<file path="src/rtl/display_arbiter.sv">
// -----------------------------------------------------------------------------
// display_arbiter
//
// Shares one hex seven-segment converter between four requesters. A
// round-robin arbiter grants one requester at a time and captures its byte.
// It then issues a one-cycle capture strobe with a matching acknowledge. A
// dwell period follows so that each value stays on the display long enough to
// be read.
//
// Grant sequence:  IDLE --(req != 0)--> PULSE --> HOLD (DWELL_CYCLES) --> IDLE
//
// Parameters
//   DWELL_CYCLES  length of HOLD in clk cycles (values below 1 act as 1)
//
// Ports
//   clk         in   system clock, rising edge
//   rst_n       in   asynchronous active-low reset
//   req[3:0]    in   level request, bit i = requester i
//   data_in[31:0] in requester bytes, requester i on [8i+7:8i]
//   ack[3:0]    out  one-cycle acknowledge to the granted requester
//   update      out  capture strobe toward the seven-segment converter
//   data[7:0]   out  byte presented to the converter
//   active_src  out  index of the last granted requester
//   busy        out  high while a grant is in progress (PULSE or HOLD)
//
// Build option
//   DISPLAY_ARB_SRCTAG_EN  when defined, data[7:4] shows the winner index and
//                          data[3:0] shows the low nibble of its byte. When
//                          undefined, data carries the full winner byte.
// -----------------------------------------------------------------------------
module display_arbiter #(
    parameter int DWELL_CYCLES = 50000000
) (
    input  logic        clk,
    input  logic        rst_n,
    input  logic [3:0]  req,
    input  logic [31:0] data_in,
    output logic [3:0]  ack,
    output logic        update,
    output logic [7:0]  data,
    output logic [1:0]  active_src,
    output logic        busy
);

    // Clamp the dwell length. One extra counter bit above the terminal count
    // is not needed, but the width still covers DWELL_EFF itself.
    localparam int DWELL_EFF = (DWELL_CYCLES < 1) ? 1 : DWELL_CYCLES;
    localparam int CNT_W     = $clog2(DWELL_EFF + 1);
    localparam logic [CNT_W-1:0] CNT_LAST = CNT_W'(DWELL_EFF - 1);

    typedef enum logic [1:0] {
        ST_IDLE  = 2'd0,
        ST_PULSE = 2'd1,
        ST_HOLD  = 2'd2
    } state_t;

    state_t           state_reg, state_next;
    logic [CNT_W-1:0] cnt_reg, cnt_next;
    logic [7:0]       data_reg, data_next;
    logic [1:0]       active_src_reg, active_src_next;
    logic [1:0]       last_src_reg, last_src_next;

    // -------------------------------------------------------------------------
    // Round-robin winner search
    // Candidate k is requester (last_src + 1 + k) mod 4. The 2-bit add wraps
    // 3 -> 0 on its own. The lowest k that has req set wins.
    // -------------------------------------------------------------------------
    logic [1:0] cand_idx [4];
    logic [3:0] cand_hit;
    logic [1:0] win_idx;
    logic       any_req;

    for (genvar gi = 0; gi < 4; gi++) begin : g_cand
        assign cand_idx[gi] = last_src_reg + 2'(gi + 1);
        assign cand_hit[gi] = req[cand_idx[gi]];
    end

    assign any_req = |req;

    always_comb begin
        win_idx = cand_idx[3];
        for (int k = 3; k >= 0; k--) begin
            if (cand_hit[k]) begin
                win_idx = cand_idx[k];
            end
        end
    end

    // Byte that will be presented if the current winner is captured this edge.
    logic [7:0] win_data;

`ifdef DISPLAY_ARB_SRCTAG_EN
    logic [3:0] win_nibble;
    assign win_nibble = data_in[{win_idx, 3'b000} +: 4];
    assign win_data   = {2'b00, win_idx, win_nibble};
`else
    assign win_data   = data_in[{win_idx, 3'b000} +: 8];
`endif

    // -------------------------------------------------------------------------
    // State register
    // -------------------------------------------------------------------------
    always_ff @(posedge clk or negedge rst_n) begin
        if (!rst_n) begin
            state_reg <= ST_IDLE;
        end else begin
            state_reg <= state_next;
        end
    end

    // -------------------------------------------------------------------------
    // Next-state logic
    // -------------------------------------------------------------------------
    always_comb begin
        state_next = state_reg;
        case (state_reg)
            ST_IDLE: begin
                if (any_req) begin
                    state_next = ST_PULSE;
                end
            end
            ST_PULSE: begin
                state_next = ST_HOLD;
            end
            ST_HOLD: begin
                if (cnt_reg == CNT_LAST) begin
                    state_next = ST_IDLE;
                end
            end
            default: begin
                state_next = ST_IDLE;
            end
        endcase
    end

    // -------------------------------------------------------------------------
    // Datapath next values
    // data and the source registers only change on the capture edge.
    // Requests and data_in are therefore ignored outside IDLE.
    // -------------------------------------------------------------------------
    always_comb begin
        cnt_next        = cnt_reg;
        data_next       = data_reg;
        active_src_next = active_src_reg;
        last_src_next   = last_src_reg;
        case (state_reg)
            ST_IDLE: begin
                if (any_req) begin
                    data_next       = win_data;
                    active_src_next = win_idx;
                    last_src_next   = win_idx;
                end
            end
            ST_PULSE: begin
                cnt_next = '0;
            end
            ST_HOLD: begin
                // Saturate at the terminal count. The counter never wraps
                // while HOLD is active.
                if (cnt_reg != CNT_LAST) begin
                    cnt_next = cnt_reg + 1'b1;
                end
            end
            default: begin
                cnt_next = '0;
            end
        endcase
    end

    // last_src resets to 3 so that the first search after reset starts at
    // requester 0. active_src resets to 0 for the display.
    always_ff @(posedge clk or negedge rst_n) begin
        if (!rst_n) begin
            cnt_reg        <= '0;
            data_reg       <= 8'h00;
            active_src_reg <= 2'd0;
            last_src_reg   <= 2'd3;
        end else begin
            cnt_reg        <= cnt_next;
            data_reg       <= data_next;
            active_src_reg <= active_src_next;
            last_src_reg   <= last_src_next;
        end
    end

    // -------------------------------------------------------------------------
    // Outputs
    // The outputs are decoded from the state register. Because reset clears
    // the state register asynchronously, update, ack and busy also drop
    // without a clock. During PULSE, active_src_reg already holds the winner.
    // -------------------------------------------------------------------------
    logic pulse_now;

    always_comb begin
        pulse_now = (state_reg == ST_PULSE);
        update    = pulse_now;
        busy      = (state_reg != ST_IDLE);
    end

    for (genvar gi = 0; gi < 4; gi++) begin : g_ack
        assign ack[gi] = pulse_now && (active_src_reg == 2'(gi));
    end

    assign data       = data_reg;
    assign active_src = active_src_reg;

endmodule
</file>
<file path="config.mk">
export PLATFORM = sky130hd
export DESIGN_NAME = display_arbiter
export DESIGN_NICKNAME = d
export VERILOG_FILES = /design/src/rtl/display_arbiter.sv
export SDC_FILE = /design/constraint.sdc
export NUM_CORES = 1
export LEC_CHECK = 0
export CAP_MARGIN = 30
export CORE_MARGIN = 2
export CORE_UTILIZATION = 55
export CTS_BUF_LIST = sky130_fd_sc_hd__clkbuf_2 sky130_fd_sc_hd__clkbuf_4 sky130_fd_sc_hd__clkbuf_8
export CTS_CLUSTER_SIZE = 25
export DETAILED_ROUTE_END_ITERATION = 8
export PLACE_DENSITY = 0.86
export SLEW_MARGIN = 30
export SYNTH_ARGS = -nofsm -noshare
export SYNTH_HDL_FRONTEND = slang
export SYNTH_SLANG_ARGS = --single-unit
</file>
<file path="constraint.sdc">
create_clock -name clk -period 3.3 [get_ports clk]
set_input_delay 0.33 -clock clk [delete_from_list [all_inputs] [get_ports clk]]
set_output_delay 0.33 -clock clk [all_outputs]
set_load 0.02 [all_outputs]
</file>
==> results.yml <==
synth:
  synth_edf_count: 0
  netlist.area_leader.share_pct: 39.9
  synth_simple_gate_area_share_pct: 27.5
  ys_ff_latch: 40
  syn_area_per_cell_um2: 9.35
  synth_nets: 295
  ys_top_cells_by_area: "dfrtp_1 40%, nor2_1 4.4%, mux2i_1 3.8%"
  synthXorXnorAreaFrac_pct: 6.25
  syn_inst: 255
  async_flop_share_pct: 100
  yosysWarnings: 0
  ys_seq_area_share_pct: 42.1
  synth_top_family_by_area: "simple AND/OR/NAND/NOR gates"
  yosys.area_share.adder_pct: 1.05
  ys.flop_type: "dfrtp_1"
  netlist-cell-type-count: 49
  syn-cell-area_um2: 2380
  synth_compound_area_share_pct: 15.1
  synth_area_leader_cell: "dfrtp_1"
  yosys-mux-area-fraction_pct: 4.72
clocking:
  cts_setup_buffers: 0
  cts_buffers: 5
  worstSkewPairLatency_ns: 0.30
  holdBufCountCts: 0
  cts.sinks: 40
  cts_tree: "yes"
  clk_path_buf_depth: 2
  cts_resized: 0
  h-tree-depth: 2
  cts_root_buffer: "clkbuf_8"
  clk_pin_slew_ns: 0.08
floorplan:
  die-width_um: 69.8
  rows: 23
  die_h_um: 69.8
  core-area_um2: 4090
  start_util_pct: 58.3
  ios: 54
  fp.dieArea_um2: 4880
global_routing:
  grt_pass1_wl_um: 9760
  busiest_layer: "met2"
  grt_antenna_before_repair: 0
  met1_usage_pct: 31.0
  use_met2_pct: 41.1
  track_usage_pct: 24.8
  grt.met3_usage_pct: 5.81
  grt_pass1_vias: 2060
  gr-total-overflow: 0
  grt_max_degree: 41
min_path:
  hp-class: "primary input to asynchronous set/reset pin"
final_layout:
  antennaDiodeCount: 0
  largest_register_ffs: 26
  layout-drive-gt1-share_pct: 10.1
  syn2layout_area_growth_pct: 27.6
  fin_nets: 346
  final_common_cell: "clkdlybuf4s50_1"
  mostFrequentLayoutCells: "52 x clkdlybuf4s50_1, 38 x dfrtp_1, 28 x nor2_1"
setup_path:
  cpPeakStageDelay_ns: 0.61
  path_delay_family: "buffers and inverters"
  cp-end-kind: "output pin"
  worstPathBufferInverterCount: 3
  crit_arrival_ns: 1.98
  path_max_fanout: 30
  cp_slowest_cell: "clkdlybuf4s50_1"
  crit_type: "register to output pin"
  crit_required_ns: 2.97
  path_cells: "buf_4 -> nand2b_1 -> inv_1 -> nand2_1 -> nor2_1 -> clkdlybuf4s50_1"
  start_kind: "register"
power:
  vdd_ir_drop_max_v: 0.000578
  power_mw: 1.94
  powerDensity_nw_per_um2: 637
  leakage_nw: 1.22
timing:
  hold_slack_ns: -0.0285
  setup-violations-final: 0
  finalMaxSlewViolations: 0
  fin_crit_ns: 2.31
  relSlewSlack_pct: 56.1
  report.final.hold_viol_count: 38
  tns_ns: 0
  max_freq_mhz: 433
  fin_skew_ns: 0.00707
  rsz0062_at_grt: "no"
  finalCritPeriodShare_pct: 70.1
  worstMarginPinSlew_ns: 0.659
  postLayoutSetupSlackWorst_ns: 0.988
placement:
  gp_congestion: 0.878
  place_hpwl_um: 4050
  pre_cts_ws_ns: 0.531
  io_buffer_count: 53
flow_run:
  maxCapViolCount: 0
drt:
  drtIter0Drc: 213
  firstDrtPassIters: 5
  num_vias: 2142
  wl_per_cell_um: 15.4
  ant_nets: 0
  viasPerCell: 6.00
  wirelength_um: 5520
  drc: 0
run_status:
  violations: "hold timing"
  status: "complete, but fails checks"
-- where the power goes --
| part | leakage [nW] | internal [mW] | switching [mW] | total, mW |
|---|---|---|---|---|
| sequential | 0.529 | 0.601 | 0.113 | 0.713 |
| clock | 0.0434 | 0.169 | 0.176 | 0.345 |
| combinational | 0.647 | 0.395 | 0.485 | 0.880 |
-- path summary, 6_finish.rpt --
check	from	endpoint	slack, ns	cells after the start
min	rst_n	cnt_reg[3]	-0.03	1
max reg2reg	state_reg[1]	data[1]	1.05	5
min reg2reg	data[5]	data[5]	0.51	2
max	state_reg[0]	ack[2]	0.99	6
max in group asynchronous	rst_n	last_src_reg[1]	2.96	1
min in group clk	data[5]	data[5]	0.51	2
-- kinds of logic (layout without fill, tap and decap cells) --
family | Yosys count | after routing
xor+xnor | 17 | 17
fa+ha+maj | 2 | 2
simple gates | 116 | 116
flops | 40 | 40
mux | 11 | 11
compound gates | 51 | 51
buf+inv | 18 | 70
-- cell usage after synthesis, types with 2 or more instances --
| library cell | n |
|---|---|
| dfrtp_1 | 38 |
| nor3_1 | 7 |
| ha_1 | 2 |
| nand3_1 | 8 |
| nand4_1 | 8 |
| buf_1 | 4 |
| nor4b_1 | 8 |
| a21oi_1 | 10 |
| inv_1 | 6 |
| o21ai_4 | 2 |
| nand2b_1 | 4 |
| nor2b_1 | 3 |
| xor2_1 | 7 |
| o211ai_1 | 10 |
| and4_2 | 2 |
| nor2_1 | 28 |
| a21o_1 | 3 |
| o31a_1 | 8 |
| o21ai_0 | 12 |
| and3_1 | 4 |
| and3_2 | 3 |
| buf_2 | 2 |
| mux2i_1 | 9 |
| clkbuf_1 | 5 |
| dfstp_2 | 2 |
| or4_1 | 3 |
| nor3b_1 | 3 |
| and4_1 | 2 |
| or3_1 | 3 |
| xnor2_1 | 10 |
| nand2_1 | 20 |
| o31ai_1 | 2 |
-- final cells by class --
| class | count | area [um2] |
|---|---|---|
| Clock buffer | 6 | 82.6 |
| Inverter | 6 | 22.5 |
| Fill cell | 304 | 1040 |
| Sequential cell | 40 | 1000 |
| Clock inverter | 2 | 15.0 |
| Multi-Input combinational cell | 197 | 1310 |
| Tap cell | 50 | 62.6 |
| Timing Repair Buffer | 56 | 551 |
-- stage by stage --
step | utilization (%) | instance area, um2 | std cells
floorplan | - | 2380 | 255
global placement | 71.9 | 2940 | 349
detailed placement | 71.9 | 2940 | 349
CTS | 74.3 | 3040 | 357
global route | 74.4 | 3040 | 357
finish | 74.4 | 3040 | 357
-- metal layers --
layer  routed length (um)  part of all wire, %  vias to the layer above
met3                  377                  6.8                       10
met2                 2700                   49                       89
met5                    0                    0                        -
met4                  113                  2.0                        0
met1                 2320                   42                     1008
li1                     -                    -                     1035
Power figures use the tool's default switching activity.
